File: src/rtl/sklansky_wb_seq.sv
// Wishbone sequencer driving one external 16-bit Sklansky adder limb by limb.
// Define SKLANSKY_SUB_EN to enable subtraction (CTRL.b3 SUB).
module sklansky_wb_seq #(
    parameter int          WORDS     = 2,
    parameter logic [31:0] ADDR_BASE = 32'h3000_0000
) (
    input  logic        wb_clk_i,
    input  logic        wb_rst_i,
    input  logic        wbs_stb_i,
    input  logic        wbs_cyc_i,
    input  logic        wbs_we_i,
    input  logic [3:0]  wbs_sel_i,
    input  logic [31:0] wbs_dat_i,
    input  logic [31:0] wbs_adr_i,
    output logic        wbs_ack_o,
    output logic [31:0] wbs_dat_o,
    output logic [15:0] add_a,
    output logic [15:0] add_b,
    output logic        add_cin,
    input  logic [15:0] add_sum,
    input  logic        add_cout,
    output logic        irq_o
);

    localparam logic [31:0] MASK =
        (WORDS >= 2) ? 32'hFFFF_FFFF : 32'h0000_FFFF;

    typedef enum logic [1:0] {
        S_IDLE,
        S_LIMB,
        S_DONE
    } state_t;

    state_t      state;
    state_t      state_nxt;
    logic        idx;
    logic        last_limb;
    logic        busy;

    logic [31:0] op_a;
    logic [31:0] op_b;
    logic [31:0] result;
    logic        cin_q;
    logic        irq_en_q;
    logic        done_q;
    logic        cout_q;
    logic        carry_q;
    logic        sub_q;

    logic        hit;
    logic        valid;
    logic        wr;
    logic [2:0]  reg_idx;
    logic        wr_ctrl;
    logic        wr_a;
    logic        wr_b;
    logic        start_go;
    logic [31:0] rdata;
    logic        unused;

    assign unused    = ^wbs_adr_i[1:0];
    assign hit       = (wbs_adr_i[31:5] == ADDR_BASE[31:5]);
    assign valid     = wbs_cyc_i & wbs_stb_i & hit;
    // Writes commit on the edge that closes the ack cycle.
    assign wr        = valid & wbs_ack_o & wbs_we_i;
    assign reg_idx   = wbs_adr_i[4:2];
    assign wr_ctrl   = wr & (reg_idx == 3'd0);
    assign wr_a      = wr & (reg_idx == 3'd1);
    assign wr_b      = wr & (reg_idx == 3'd2);
    assign busy      = (state == S_LIMB);
    assign last_limb = (int'(idx) == WORDS - 1);
    assign start_go  = wr_ctrl & wbs_sel_i[0] & wbs_dat_i[0] & ~busy;
    assign irq_o     = done_q & irq_en_q;

    function automatic logic [31:0] merge(
        input logic [31:0] old,
        input logic [31:0] nw,
        input logic [3:0]  sel
    );
        logic [31:0] r;
        r = old;
        for (int i = 0; i < 4; i++) begin
            if (sel[i]) r[8*i +: 8] = nw[8*i +: 8];
        end
        return r;
    endfunction

    // Bus handshake: single-cycle ack, read data only during ack.
    always_ff @(posedge wb_clk_i) begin
        if (wb_rst_i) begin
            wbs_ack_o <= 1'b0;
            wbs_dat_o <= '0;
        end else begin
            wbs_ack_o <= valid & ~wbs_ack_o;
            wbs_dat_o <= (valid & ~wbs_ack_o) ? rdata : '0;
        end
    end

    // Register read mux.
    always_comb begin
        rdata = '0;
        case (reg_idx)
            3'd0: rdata = {21'b0, cout_q, done_q, busy, 4'b0,
                           sub_q, irq_en_q, cin_q, 1'b0};
            3'd1: rdata = op_a;
            3'd2: rdata = op_b;
            3'd3: rdata = result;
            default: rdata = '0;
        endcase
    end

    // FSM state register.
    always_ff @(posedge wb_clk_i) begin
        if (wb_rst_i) state <= S_IDLE;
        else          state <= state_nxt;
    end

    // FSM next-state logic.
    always_comb begin
        state_nxt = state;
        case (state)
            S_IDLE:  state_nxt = start_go ? S_LIMB : S_IDLE;
            S_LIMB:  state_nxt = last_limb ? S_DONE : S_LIMB;
            S_DONE:  state_nxt = start_go ? S_LIMB : S_IDLE;
            default: state_nxt = S_IDLE;
        endcase
    end

    // Adder drive: current limb while sequencing, zero otherwise.
    always_comb begin
        add_a   = '0;
        add_b   = '0;
        add_cin = 1'b0;
        if (state == S_LIMB) begin
            add_a = op_a[{idx, 4'b0} +: 16];
            add_b = sub_q ? ~op_b[{idx, 4'b0} +: 16]
                          : op_b[{idx, 4'b0} +: 16];
            if (idx == 1'b0) add_cin = sub_q | cin_q;
            else             add_cin = carry_q;
        end
    end

    // Operands, control bits, limb counter and result capture.
    always_ff @(posedge wb_clk_i) begin
        if (wb_rst_i) begin
            op_a     <= '0;
            op_b     <= '0;
            result   <= '0;
            cin_q    <= 1'b0;
            irq_en_q <= 1'b0;
            done_q   <= 1'b0;
            cout_q   <= 1'b0;
            carry_q  <= 1'b0;
            idx      <= 1'b0;
        end else begin
            if (wr_a & ~busy) op_a <= merge(op_a, wbs_dat_i, wbs_sel_i) & MASK;
            if (wr_b & ~busy) op_b <= merge(op_b, wbs_dat_i, wbs_sel_i) & MASK;
            if (wr_ctrl & wbs_sel_i[0]) begin
                irq_en_q <= wbs_dat_i[2];
                if (~busy) cin_q <= wbs_dat_i[1];
            end
            // Completion set beats a same-cycle clear.
            if (busy & last_limb)
                done_q <= 1'b1;
            else if (start_go)
                done_q <= 1'b0;
            else if (wr_ctrl & wbs_sel_i[1] & wbs_dat_i[9])
                done_q <= 1'b0;
            if (busy) begin
                result[{idx, 4'b0} +: 16] <= add_sum;
                carry_q <= add_cout;
                if (last_limb) cout_q <= add_cout;
            end
            if (start_go)
                idx <= 1'b0;
            else if (busy & ~last_limb)
                idx <= idx + 1'b1;
        end
    end

`ifdef SKLANSKY_SUB_EN
    // Subtract mode bit, frozen while an operation runs.
    always_ff @(posedge wb_clk_i) begin
        if (wb_rst_i)
            sub_q <= 1'b0;
        else if (wr_ctrl & wbs_sel_i[0] & ~busy)
            sub_q <= wbs_dat_i[3];
    end
`else
    assign sub_q = 1'b0;
`endif

endmodule
File: config.mk
export PLATFORM = sky130hd
export DESIGN_NAME = sklansky_wb_seq
export DESIGN_NICKNAME = d
export VERILOG_FILES = /design/src/rtl/sklansky_wb_seq.sv
export SDC_FILE = /design/constraint.sdc
export NUM_CORES = 1
export LEC_CHECK = 0
export ABC_AREA = 1
export BUFFER_PORTS_ARGS = -buffer_cell sky130_fd_sc_hd__buf_2
export CAP_MARGIN = 25
export CORE_MARGIN = 2
export CORE_UTILIZATION = 49
export CTS_BUF_LIST = sky130_fd_sc_hd__clkbuf_16
export CTS_CLUSTER_DIAMETER = 200
export DETAILED_ROUTE_END_ITERATION = 7
export PLACE_DENSITY = 0.74
export SYNTH_ARGS = -nofsm -noshare
export SYNTH_HDL_FRONTEND = slang
export SYNTH_SLANG_ARGS = --single-unit
export TNS_END_PERCENT = 50
File: constraint.sdc
create_clock -name wb_clk_i -period 4.4 [get_ports wb_clk_i]
set_clock_uncertainty 0.05 [all_clocks]
set_input_delay 0.44 -clock wb_clk_i [delete_from_list [all_inputs] [get_ports wb_clk_i]]
set_output_delay 0.44 -clock wb_clk_i [all_outputs]
set_load 0.02 [all_outputs]
==> results.txt, run 1 <==
Synth area leader: dfxtp_1
Seq pwr share: 0.424
Most used routing layer: met2
Die Height: 118 um
CTS tree: yes
Most common library cells after synthesis: 263 x nand2_1, 201 x nor2_1, 137 x dfxtp_1, 66 x nand4_1, 65 x inv_1
Vias per Instance: 5.41
Final WS setup: 1.23 ns
Largest net degree at the start of global routing: 57
CTS H-tree depth: 4
# IOs: 157
Post-synth ARST share: 0
Number of max-cap violations: 0
Cells after synthesis: 949
Initial antenna violation count: 1
Tmin final: 3.17 ns
Static Leak: 3.28 nW
Worst-Margin Slew: 1.08 ns
Worst path required time: 3.91 ns
Worst vdd ir: 0.251 mV
Clk pwr share: 0.527
Synth Area per Inst: 6.66 sq um
Comb pwr share: 0.049
Maximum clock rate: 315 MHz
Top-count cell post-synth: nand2_1
FF+latch count, synth: 137
Die ar.: 0.0138 sq mm
Vias in the first global route: 6153
Gr ovfl total: 0
Clk sink count: 137
Drt wl/cell: 16.7 um
Status: completed
# DRC: 0
Min-delay worst type: in2reg
Fill cells: 1197
DRT Pass-1 Iters: 6
All-Layer GR Usage: 0.302
Pre-CTS WS: 1.75 ns
Met3 GRT Util: 0.0838
Antenna cells: 0
Primary FF master, synth: dfxtp_1
Die W: 118 um
Site Rows: 41
Hold_ws: 0.186 ns
R2R depth: 10
Initial core utilization: 0.501
Hold path depth: 3
YS warnings: 0
Switching power: 0.000641 W
Starting DRT DRC Count: 1019
PostCTS Resize Cnt: 0
Final Power: 0.00293 W
Clock Tree Buf Depth: 2
Final setup TNS: 0 ns
Fin nets: 1164
Final setup vio count: 0
Clk root buf: clkbuf_16
Critical path peak fanout: 33
CP Class: reg2out
Register clock-pin slew on the reported worst setup and hold paths: 0.06 ns
Post-CTS Setup Repair Bufs: 0
R2R setup slack: 1.93 ns
GR met2 Demand/Resource: 0.440
Layout cells sized above 1: 0.199
Power per cell area: 375 mW/mm^2
Final-report hold violation count: 0
Distinct cells, synth: 25
Post-detailed-route count of antenna-violating nets: 0
Share of the synthesized area in the top cell type: 0.434
RSZ-0062 raised after global routing: no
CP startpoint kind: flip-flop
Num CTS Buffers: 17
Slew Viols, Final: 0
Number of flops mapped to enable cells by yosys: 0
Rel. slew slack: 0.279
Syn-to-layout area delta: 23.4%
Largest cells by area after synthesis: dfxtp_1 43%, nand2_1 16%, nor2_1 12%
First-pass GRT wire length: 32.6 mm
Post-synthesis sequential area ratio: 0.434
Port Buffers: 154
Hold buffers post-CTS: 0
Routability cong.: 0.939
CP Capture Type: primary output
Vias: 6815
Critical Path AT: 2.68 ns
Switching share of power: 0.219
Drt total wl: 21.0 mm
Std-Cell Core Area: 0.0126 sq mm
DP HPWL: 14.7 mm
Mapped Area: 0.00632 sq mm
Post-route clock period utilization: 0.721
Worst-skew pair later-pin latency: 0.42 ns
GRT met1 Usage: 0.417
Internal cell power: 0.00228 W
Syn_nets: 1039
[cell type report]
cell class | count | area (sq um) | area share
clock buffer | 17 | 425 | 0.0545
clock inverter | 15 | 204 | 0.0261
inverter | 72 | 270 | 0.0346
multi-input combinational | 680 | 3070 | 0.394
sequential | 137 | 2740 | 0.352
tap | 172 | 215 | 0.0276
timing repair buffer | 166 | 873 | 0.112
[through the flow]
stage / cells / cell area (sq um) / util
after detailed placement: 1227 / 7170 / 0.568
after floorplan: 949 / 6320 / -
final: 1259 / 7800 / 0.618
after global routing: 1259 / 7800 / 0.618
after global placement: 1226 / 7150 / 0.567
after CTS: 1259 / 7800 / 0.618
[registers in the layout, indices dropped and copies added (netlist names)]
signal	cells
op_b	32
irq_en_q	1
wbs_dat_o	32
carry_q	1
done_q	1
idx	1
cin_q	1
op_a	32
result	32
wbs_ack_o	1
cout_q	1
state	2
[worst paths after layout]
path / to / start
worst max-delay path: add_a[8] / state[0]$_SDFF_PP0_
worst min-delay path: cout_q$_SDFFE_PP0P_ / add_cout
worst max register to register: cout_q$_SDFFE_PP0P_ / state[0]$_SDFF_PP0_
worst min register to register: result[13]$_SDFFE_PP0P_ / result[13]$_SDFFE_PP0P_
[critical path: stages (launching register included)]
cell	delay, ns
dfxtp_1	0.33
inv_1	0.05
nor2_1	0.33
buf_4	0.32
inv_2	0.30
nor2_2	0.16
buf_4	0.28
nand2_1	0.10
o21ai_0	0.14
buf_2	0.23
[power groups by stage]
stage	Clock, W	Sequential, W	Combinational [W]
2_1_floorplan	0	0.00127	0.0000741
3_3_place_gp	0	0.00127	0.000139
3_5_place_dp	0	0.00127	0.000141
4_1_cts	0.00154	0.00124	0.000141
5_1_grt	0.00160	0.00124	0.000159
6_report	0.00154	0.00124	0.000144
[per-layer routing]
layer / up-vias / share of wire
met2: 400 / 0.42
met1: 3035 / 0.43
li1: 3312 / -
met4: 2 / 0.038
met3: 66 / 0.11
met5: - / 0.00062
[kinds of logic (layout without fill, tap and decap cells)]
| family | Yosys count | in the layout | share of synthesized area |
|---|---|---|---|
| buf+inv | 132 | 270 | 0.0819 |
| flops | 137 | 137 | 0.434 |
| simple gates | 571 | 571 | 0.391 |
| compound gates | 109 | 109 | 0.0934 |
[placed cells by master (no fill, tap or decap)]
| master | netlist | final |
|---|---|---|
| a221oi_1 | 2 | 2 |
| nand3b_1 | 2 | 2 |
| nor2_2 | 2 | 1 |
| o21ai_0 | 23 | 23 |
| nor2_4 | 9 | 10 |
| clkbuf_16 | 0 | 17 |
| nand4_4 | 2 | 2 |
| nor4_1 | 1 | 1 |
| dfxtp_1 | 137 | 137 |
| clkinvlp_4 | 0 | 2 |
| and2_0 | 1 | 1 |
| inv_2 | 6 | 7 |
| nor2_1 | 201 | 201 |
| a21oi_1 | 54 | 54 |
| a31oi_1 | 27 | 27 |
| inv_1 | 65 | 65 |
| nand4_1 | 66 | 66 |
| nor3_2 | 0 | 1 |
| clkinv_2 | 0 | 3 |
| inv_6 | 0 | 1 |
| nand3_1 | 22 | 22 |
| buf_4 | 1 | 11 |
| o22ai_1 | 3 | 3 |
| bufinv_16 | 0 | 5 |
| nand2_1 | 263 | 263 |
| nor3_4 | 1 | 1 |
| clkinv_1 | 1 | 4 |
| buf_2 | 15 | 154 |
| buf_12 | 0 | 1 |
(Power assumes the default switching activity.)
==> run 2: changes to the inputs <==
--- a/config.mk
+++ b/config.mk
@@ -9,11 +9,11 @@
 export BUFFER_PORTS_ARGS = -buffer_cell sky130_fd_sc_hd__buf_2
 export CAP_MARGIN = 25
 export CORE_MARGIN = 2
-export CORE_UTILIZATION = 49
+export CORE_UTILIZATION = 48
 export CTS_BUF_LIST = sky130_fd_sc_hd__clkbuf_16
 export CTS_CLUSTER_DIAMETER = 200
 export DETAILED_ROUTE_END_ITERATION = 7
-export PLACE_DENSITY = 0.74
+export PLACE_DENSITY = 0.76
 export SYNTH_ARGS = -nofsm -noshare
 export SYNTH_HDL_FRONTEND = slang
 export SYNTH_SLANG_ARGS = --single-unit
==> constraint.sdc (replaced) <==
create_clock -name wb_clk_i -period 2.75 [get_ports wb_clk_i]
set_clock_uncertainty 0.05 [all_clocks]
set_input_delay 0.275 -clock wb_clk_i [delete_from_list [all_inputs] [get_ports wb_clk_i]]
set_output_delay 0.275 -clock wb_clk_i [all_outputs]
set_load 0.02 [all_outputs]
==> results.txt, run 2 (synthesized netlist as in run 1, its figures left out) <==
Status: completed (unchanged)
Register clock-pin slew on the reported worst setup and hold paths: 0.06 ns (about the same)
All-Layer GR Usage: 0.299 (was 0.302)
Worst path required time: 2.42 ns (was 3.91 ns)
Crit-path cells: inv_1, nor2_2, inv_2, nor2_2, buf_4, nand2_1, o21ai_0, buf_2 (was inv_1, nor2_1, buf_4, inv_2, nor2_2, buf_4, nand2_1, o21ai_0, buf_2)
Vias in the first global route: 6188 (was 6153)
Die ar.: 0.0141 sq mm (was 0.0138 sq mm)
CP dominant cell by count: nor2_2 (was buf_4)
Fill cells: 1261 (was 1197)
Gr ovfl total: 0 (unchanged)
Antenna cells: 0 (unchanged)
Clk root buf: clkbuf_16 (unchanged)
DRT Pass-1 Iters: 6 (unchanged)
Final Power: 0.00467 W (was 0.00293 W)
Std-Cell Core Area: 0.0127 sq mm (was 0.0126 sq mm)
First-pass GRT wire length: 32.7 mm (was 32.6 mm)
Routability cong.: 0.920 (was 0.939)
Fin nets: 1169 (was 1164)
Tmin final: 2.40 ns
CTS H-tree depth: 4 (unchanged)
Static Leak: 3.32 nW (was 3.28 nW)
Clock Tree Buf Depth: 2 (unchanged)
Final-report hold violation count: 0 (unchanged)
Pre-CTS WS: 0.624 ns (was 1.75 ns)
Num CTS Buffers: 17 (unchanged)
Power per cell area: 595 mW/mm^2 (was 375 mW/mm^2)
RSZ-0062 raised after global routing: no (unchanged)
Number of max-cap violations: 0 (unchanged)
Syn-to-layout area delta: 24.1% (was 23.4%)
Leading cell type in the layout, fill and taps excluded: nand2_1 (unchanged)
CP Capture Type: primary output (unchanged)
Maximum clock rate: 417 MHz
Worst-skew pair later-pin latency: 0.43 ns (was 0.42 ns)
Drt total wl: 21.1 mm (was 21.0 mm)
Worst-Margin Slew: 0.901 ns (was 1.08 ns)
CTS tree: yes (unchanged)
Post-route clock period utilization: 0.872
Die Height: 119 um (was 118 um)
Final setup vio count: 0 (unchanged)
Clk sink count: 137 (unchanged)
CP max stage cell: dfxtp_1 (unchanged)
Critical Path AT: 2.07 ns (was 2.68 ns)
Post-detailed-route count of antenna-violating nets: 0 (unchanged)
Initial core utilization: 0.497 (was 0.501)
Min-delay worst type: in2reg (unchanged)
# IOs: 157 (unchanged)
# DRC: 0 (unchanged)
Hold buffers post-CTS: 0 (unchanged)
Worst vdd ir: 0.428 mV (was 0.251 mV)
Vias per Instance: 5.51 (was 5.41)
Vias: 6968 (was 6815)
Final WS setup: 0.353 ns (was 1.23 ns)
Final setup TNS: 0 ns (unchanged)
Starting DRT DRC Count: 978 (was 1019)
Port Buffers: 154 (unchanged)
CP Class: reg2out (unchanged)
Site Rows: 41 (unchanged)
Initial antenna violation count: 0 (was 1)
Die W: 119 um (was 118 um)
Slew Viols, Final: 0 (unchanged)
Most frequent cells in the layout: 263 x nand2_1, 200 x nor2_1, 154 x buf_2 (was 263 x nand2_1, 201 x nor2_1, 154 x buf_2)
CP startpoint kind: flip-flop (unchanged)
Drt wl/cell: 16.7 um (about the same)
Rel. slew slack: 0.398 (was 0.279)
Layout cells sized above 1: 0.205 (was 0.199)
Max stage delay on crit path: 0.32 ns (was 0.33 ns)
Largest net degree at the start of global routing: 63 (was 57)
DP HPWL: 14.9 mm (was 14.7 mm)
Critical path peak fanout: 21 (was 33)
Post-CTS Setup Repair Bufs: 0 (unchanged)
[run 2: cell count changes in the layout (fill, tap and decap cells not counted), sizes merged]
cell	change
clkinv	-1
clkinvlp	-1
inv	+2
buf	+5
[run 2: timing repair]
action,in CTS,in global routing
resized for setup,0,1
endpoints found under the hold margin,0,0
endpoints found under the setup margin,0,4
[run 2: per-stage QoR]
stage	hold WS [ns]	std cells	util	area, sq um
finish	0.0282	1264	0.617	7850
global route	0.0189	1264	0.617	7850
CTS	0.0189	1264	0.616	7840
detailed placement	0.409	1232	0.567	7210
global placement	0.399	1232	0.567	7210
floorplan	0.328	949	-	6320
[run 2: power by group]
group          total [W]  internal (W)       switching [W]
clock            0.00245       0.00159            0.000856
combinational   0.000233     0.0000793            0.000154
sequential       0.00199       0.00199  0.0000000000000466
total            0.00467       0.00366             0.00101
[run 2: area by class of cell]
type | instances | area (sq um) | share of cell area
clock buffers | 17 | 425 | 0.0542
clock inverters | 15 | 208 | 0.0265
inverters | 72 | 270 | 0.0344
multi-input cells | 680 | 3070 | 0.392
flip-flops and latches | 137 | 2740 | 0.350
well taps | 172 | 215 | 0.0274
repair buffers | 171 | 911 | 0.116
[run 2: final timing paths]
check	from	end	slack, ns	cells past startpoint
worst min register to register	result[10]$_SDFFE_PP0P_	result[10]$_SDFFE_PP0P_	0.42	2
worst max register to register	state[0]$_SDFF_PP0_	op_a[9]$_SDFFE_PP0P_	0.85	9
worst min-delay path	add_cout	cout_q$_SDFFE_PP0P_	0.03	3
worst max-delay path	state[0]$_SDFF_PP0_	add_a[8]	0.35	8
[run 2: per-layer routing]
metal	part of all wire	track usage
met1	0.41	0.412
met2	0.44	0.449
met3	0.11	0.0661
met4	0.030	0.127
met5	0	0
[run 2: critical path, delay by kind of cell, from the launching register on]
family	cells	cell delay (ns)
buffers and inverters	4	0.71
and+or+nand+nor	3	0.48
AOI/OAI and AO/OA	1	0.13
DFF	1	0.32
